`config.mk`:
```
export PLATFORM = sky130hd
export DESIGN_NAME = ring_decoder
export DESIGN_NICKNAME = d
export VERILOG_FILES = /design/src/rtl/ring_pkg.sv /design/src/rtl/ring_decoder_onehot_enc.sv /design/src/rtl/ring_decoder.sv
export SDC_FILE = /design/constraint.sdc
export NUM_CORES = 1
export LEC_CHECK = 0
export ABC_AREA = 1
export BUFFER_PORTS_ARGS = -buffer_cell sky130_fd_sc_hd__buf_2
export CAP_MARGIN = 0
export CORE_MARGIN = 2
export CORE_UTILIZATION = 58
export CTS_BUF_LIST = sky130_fd_sc_hd__clkbuf_8
export CTS_CLUSTER_DIAMETER = 100
export CTS_CLUSTER_SIZE = 30
export DETAILED_ROUTE_END_ITERATION = 8
export GPL_ROUTABILITY_DRIVEN = 0
export GPL_TIMING_DRIVEN = 1
export PLACE_DENSITY = 0.8
export SYNTH_ARGS = -nofsm -noshare
export SYNTH_HDL_FRONTEND = slang
export SYNTH_SLANG_ARGS = --single-unit
export TNS_END_PERCENT = 50
```
`constraint.sdc`:
```
create_clock -name clk -period 3 [get_ports clk]
set_clock_uncertainty 0.15 [all_clocks]
set_input_delay 0.45 -clock clk [delete_from_list [all_inputs] [get_ports clk]]
set_output_delay 0.45 -clock clk [all_outputs]
set_load 0.03 [all_outputs]
```
`src/rtl/ring_pkg.sv`:
```
// Shared types and helpers for the ring counter decoder: FSM state type,
// rotate-left-by-one and a one-hot test on a zero-extended ring vector.
package ring_pkg;

  // Ring vectors are zero-extended to this width so the helpers work for any WIDTH up to it.
  localparam int MAX_W = 32;

  typedef logic [MAX_W-1:0] ring_vec_t;

  typedef enum logic {
    HUNT   = 1'b0,
    LOCKED = 1'b1
  } ring_state_t;

  // Rotate the low w bits left by one: bit i -> bit i+1, bit w-1 -> bit 0.
  function automatic ring_vec_t rotl1(input ring_vec_t v, input int w);
    ring_vec_t r;
    r = '0;
    for (int i = 0; i < MAX_W; i++) begin
      if (i == w - 1) begin
        r[0] = v[i];
      end else if (i < w - 1) begin
        r[i+1] = v[i];
      end
    end
    return r;
  endfunction

  function automatic logic is_onehot(input ring_vec_t v);
    int n;
    n = 0;
    for (int i = 0; i < MAX_W; i++) begin
      n += int'(v[i]);
    end
    return (n == 1);
  endfunction

endpackage

```
`src/rtl/ring_decoder_onehot_enc.sv`:
```
// Combinational one-hot to binary encoder; the index is only meaningful
// when onehot is set.
module onehot_enc
  import ring_pkg::*;
#(
  parameter  int WIDTH = 4,
  localparam int POS_W = $clog2(WIDTH)
) (
  input  logic [WIDTH-1:0] in_vec,
  output logic [POS_W-1:0] idx,
  output logic             onehot
);

  always_comb begin
    idx = '0;
    for (int i = 0; i < WIDTH; i++) begin
      if (in_vec[i]) begin
        idx = idx | POS_W'(i);
      end
    end
    onehot = is_onehot(ring_vec_t'(in_vec));
  end

endmodule

```
`src/rtl/ring_decoder.sv`:
```
// Monitors a one-hot ring counter bus: decodes position, checks one-step
// advances, locks after LOCK_CNT good advances, counts revolutions and breaks.
module ring_decoder
  import ring_pkg::*;
#(
  parameter  int WIDTH    = 4,
  parameter  int LOCK_CNT = 2,
  parameter  int CNT_W    = 8,
  localparam int POS_W    = $clog2(WIDTH)
) (
  input  logic             clk,
  input  logic             rst,
  input  logic [WIDTH-1:0] ring_in,
  output logic [POS_W-1:0] pos,
  output logic             valid,
  output logic             locked,
  output logic             err,
  output logic [CNT_W-1:0] rev_count,
  output logic [CNT_W-1:0] err_count
);

  localparam int OK_W = $clog2(LOCK_CNT + 1);

  ring_state_t      state_q, state_d;
  logic [WIDTH-1:0] in_q, in_d;
  logic             in_v_q, in_v_d;
  logic [OK_W-1:0]  ok_cnt_q, ok_cnt_d, ok_inc;
  logic [POS_W-1:0] pos_q, pos_d;
  logic             valid_q, valid_d;
  logic             err_q, err_d;
  logic [CNT_W-1:0] rev_q, rev_d;
  logic [CNT_W-1:0] errc_q, errc_d;

  logic [POS_W-1:0] enc_idx;
  logic             oh;
  logic             adv_ok;

  onehot_enc #(.WIDTH(WIDTH)) u_enc (
    .in_vec (ring_in),
    .idx    (enc_idx),
    .onehot (oh)
  );

  always_comb begin
    adv_ok   = oh && in_v_q && (ring_vec_t'(ring_in) == rotl1(ring_vec_t'(in_q), WIDTH));
    ok_inc   = ok_cnt_q + OK_W'(1);

    in_d     = ring_in;
    in_v_d   = oh;
    pos_d    = oh ? enc_idx : pos_q;
    valid_d  = oh;
    state_d  = state_q;
    ok_cnt_d = ok_cnt_q;
    err_d    = 1'b0;
    rev_d    = rev_q;
    errc_d   = errc_q;

    case (state_q)
      HUNT: begin
        if (adv_ok) begin
          if (ok_inc == OK_W'(LOCK_CNT)) begin
            state_d  = LOCKED;
            ok_cnt_d = '0;
          end else begin
            ok_cnt_d = ok_inc;
          end
        end else begin
          ok_cnt_d = '0;
        end
      end
      LOCKED: begin
        if (adv_ok) begin
          // Landing on bit 0 means the MSB just wrapped: one full revolution.
          if (ring_in[0]) begin
            rev_d = rev_q + CNT_W'(1);
          end
        end else begin
          state_d  = HUNT;
          err_d    = 1'b1;
          ok_cnt_d = '0;
          if (errc_q != '1) begin
            errc_d = errc_q + CNT_W'(1);
          end
        end
      end
      default: begin
        state_d  = HUNT;
        ok_cnt_d = '0;
      end
    endcase
  end

  always_ff @(posedge clk) begin
    if (rst) begin
      state_q  <= HUNT;
      in_q     <= '0;
      in_v_q   <= 1'b0;
      ok_cnt_q <= '0;
      pos_q    <= '0;
      valid_q  <= 1'b0;
      err_q    <= 1'b0;
      rev_q    <= '0;
      errc_q   <= '0;
    end else begin
      state_q  <= state_d;
      in_q     <= in_d;
      in_v_q   <= in_v_d;
      ok_cnt_q <= ok_cnt_d;
      pos_q    <= pos_d;
      valid_q  <= valid_d;
      err_q    <= err_d;
      rev_q    <= rev_d;
      errc_q   <= errc_d;
    end
  end

  assign pos       = pos_q;
  assign valid     = valid_q;
  assign locked    = (state_q == LOCKED);
  assign err       = err_q;
  assign rev_count = rev_q;
  assign err_count = errc_q;

endmodule

```
==> results.sh <==
export IMPL_syn_nets=246
export IMPL_outcome="finished clean"
export IMPL_whs_ns=0.274
export IMPL_cap_violations=0
export IMPL_dpl_hpwl_mm=2.26
export IMPL_critPathRequiredTime_ns=3.03
export IMPL_crit_path_end_kind="register"
export IMPL_die_area_um2=3220
export IMPL_clkLatencyLatePin_ns=0.27
export IMPL_synth_edff_count=0
export IMPL_fin_tns_setup_ns=0
export IMPL_netlist_area_um2=1610
export IMPL_setup_viol=0
export IMPL_ys_flop_type="dfxtp_1"
export IMPL_clock_power_share_pct=31.7
export IMPL_p_comb_share_pct=12.8
export IMPL_cts_sinks=27
export IMPL_antenna_found_initial=0
export IMPL_synth_area_leaders="dfxtp_1 33%, nand2_1 13%, inv_1 7.4%, nand3_1 5.6%, nand2_2 4.3%"
export IMPL_cp_arrival_ns=2.46
export IMPL_pin_count=27
export IMPL_drt_wl_total_mm=3.01
export IMPL_via_per_inst=4.94
export IMPL_synthDominantCellAreaShare_pct=33.5
export IMPL_cts_max_path_buffers=2
export IMPL_tightest_slew_ns=0.355
export IMPL_switching_share_pct=27.3
export IMPL_synthArstFlopShare_pct=0
export IMPL_crit_fanout=15
export IMPL_r2r_slack_ns=1.42
export IMPL_hold_viol_final=0
export IMPL_finalCriticalPeriod_ns=2.43
export IMPL_nets=273
export IMPL_firstDrtPassIters=4
export IMPL_grt_overflow_total=0
export IMPL_root_buffer="clkbuf_8"
export IMPL_die_w_um=56.8
export IMPL_hold_depth=3
export IMPL_avgSynthCellArea_um2=6.87
export IMPL_start_kind="input port"
export IMPL_worstReg2RegStart="err_count[0]"
export IMPL_hold_end="in_q[0]"
export IMPL_leakage_nw=0.888
export IMPL_antenna_cells=0
export IMPL_drc=0
export IMPL_grt_max_degree=18
export IMPL_wl_per_cell_um=10.3
export IMPL_top_layer_used="met4"
export IMPL_dr_wl_met3_um=85
export IMPL_cts_tree="yes"
export IMPL_ctsResizeCount=0
export IMPL_power_switching_w=0.000182
export IMPL_num_rows=19
export IMPL_grt_pass1_wl_mm=5.47
export IMPL_min_path_type="input port to register"
export IMPL_min_from="ring_in[0]"
export IMPL_h_tree_depth=1
export IMPL_portBuffers=26
export IMPL_post_cts_buffers=0
export IMPL_synth_cell_type_count=27
export IMPL_seqPwrFrac_pct=55.5
export IMPL_slew_viol_final=0
export IMPL_ff2ff_path_depth=9
export IMPL_ir_drop_mv=0.270
export IMPL_fmax_mhz=411
export IMPL_grt_usage_pct=21.0
export IMPL_wl_met2_mm=1.38
export IMPL_clk_pin_slew_ns=0.10
export IMPL_start_util_pct=59.6
export IMPL_vias=1442
export IMPL_path_class="input port to register"
export IMPL_synth_seq_area_share_pct=33.5
export IMPL_ys_warn_count=0
export IMPL_cts_buffers=3
export IMPL_die_h_um=56.8
export IMPL_power_w=0.000669
export IMPL_yosys_area_top_type="dfxtp_1"
export IMPL_synth_seq_cells=27
export IMPL_grt_pass1_vias=1321
export IMPL_power_density_nw_per_um2=370
export IMPL_p_int_w=0.000487
export IMPL_area_growth_pct=12.2
export IMPL_met1_length_mm=1.50
export IMPL_slew_headroom_pct=76.3
export IMPL_min_period_over_period_pct=81.1
export IMPL_antenna_left=0
export IMPL_postSynthCellCount=235
export IMPL_r2r_end="err_count[7]"
export IMPL_rsz0062_at_grt="no"
export IMPL_first_iter_violations=51
export IMPL_cts_hold_buf=0
export IMPL_core_um2=2710
export IMPL_drive_above_1_share_pct=26.8
cells in the mapped netlist (2+ instances only):
library cell  number
nor2_1            17
nor2_4             5
xor2_1             2
nand4_1           11
nand3_1           18
inv_2              9
xnor2_1            2
a21oi_1           11
ha_1               4
clkinv_1           5
nor3_1             2
a31oi_1            2
buf_1              2
inv_1             32
o21ai_0            2
buf_2              2
nor2_2            10
nand2_2           11
dfxtp_1           27
nand2_1           54
sequential cells by signal (all words and copies together) (netlist names):
name	count
pos	2
locked	1
rev_count	8
in_q	4
err_count	8
ok_cnt_q	2
valid	1
err	1
critical path, cell delays in order:
cell and delay (ns):
buf_2 0.13, ha_1 0.28, inv_1 0.05, fa_1 0.34
inv_1 0.07, ha_1 0.22, nor2_1 0.13, nand2_2 0.11
nor2_4 0.15, nand3_4 0.17, nand3_1 0.20, nand2_1 0.07
clkinv_1 0.05, nor2_2 0.03
power by group through the flow:
stage	clock network [W]	logic [W]	registers, W
2_1_floorplan	0	0.0000563	0.000390
3_5_place_dp	0	0.0000864	0.000380
4_1_cts	0.000220	0.0000868	0.000371
3_3_place_gp	0	0.0000846	0.000379
5_1_grt	0.000236	0.0000963	0.000372
6_report	0.000212	0.0000859	0.000371
cell usage in the layout, fill, tap and decap left out, drive strengths merged:
master and count:
nand2 65, inv 41, nor2 33, dfxtp 27, buf 27, nand3 19, nand4 12, a21oi 11
clkinv 5, ha 4, clkbuf 3, nor3 3, o21ai 2, a31oi 2, xnor2 2, xor2 2
nor2b 1, fa 1, clkinvlp 1
how the worst max path moves through the flow:
stage	startpoint	endpoint	slack, ns
finish	ring_in[0]	err_count[0]	0.57
floorplan	ring_in[0]	err_count[6]	0.62
CTS	ring_in[0]	err_count[0]	0.56
detailed placement	ring_in[0]	err_count[0]	0.26
global placement	ring_in[0]	err_count[2]	0.34
global route	ring_in[0]	err_count[2]	0.39
per-stage QoR:
stage	std cells	setup WS, ns	area, um2	util [%]
global route	292	0.395	1810	66.8
finish	292	0.568	1810	66.8
CTS	292	0.565	1810	66.8
global placement	288	0.337	1760	65.0
floorplan	235	0.624	1610	-
detailed placement	288	0.264	1760	65.0
logic make-up (layout without fill, tap and decap cells):
family / Yosys count / in the layout / share of synthesized area (%)
compound gates: 15 / 15 / 4.81
xor+xnor: 4 / 4 / 2.17
fa+ha+maj: 5 / 5 / 4.34
buf+inv: 51 / 77 / 12.5
flops: 27 / 27 / 33.5
simple gates: 133 / 133 / 42.7
metal layers:
layer	GRT usage (%)	vias to the layer above
met4	7.97	0
met5	0	-
met1	28.3	636
met2	33.7	23
met3	3.23	6
li1	-	777
final cells by class:
cell class / count / area [um2]
sequential: 27 / 541
multi-input combinational: 157 / 872
clock inverter: 1 / 7.51
clock buffer: 3 / 41.3
timing repair buffer: 27 / 138
tap: 31 / 38.8
fill: 263 / 900
inverter: 46 / 173
Power figures use the tool's default switching activity.
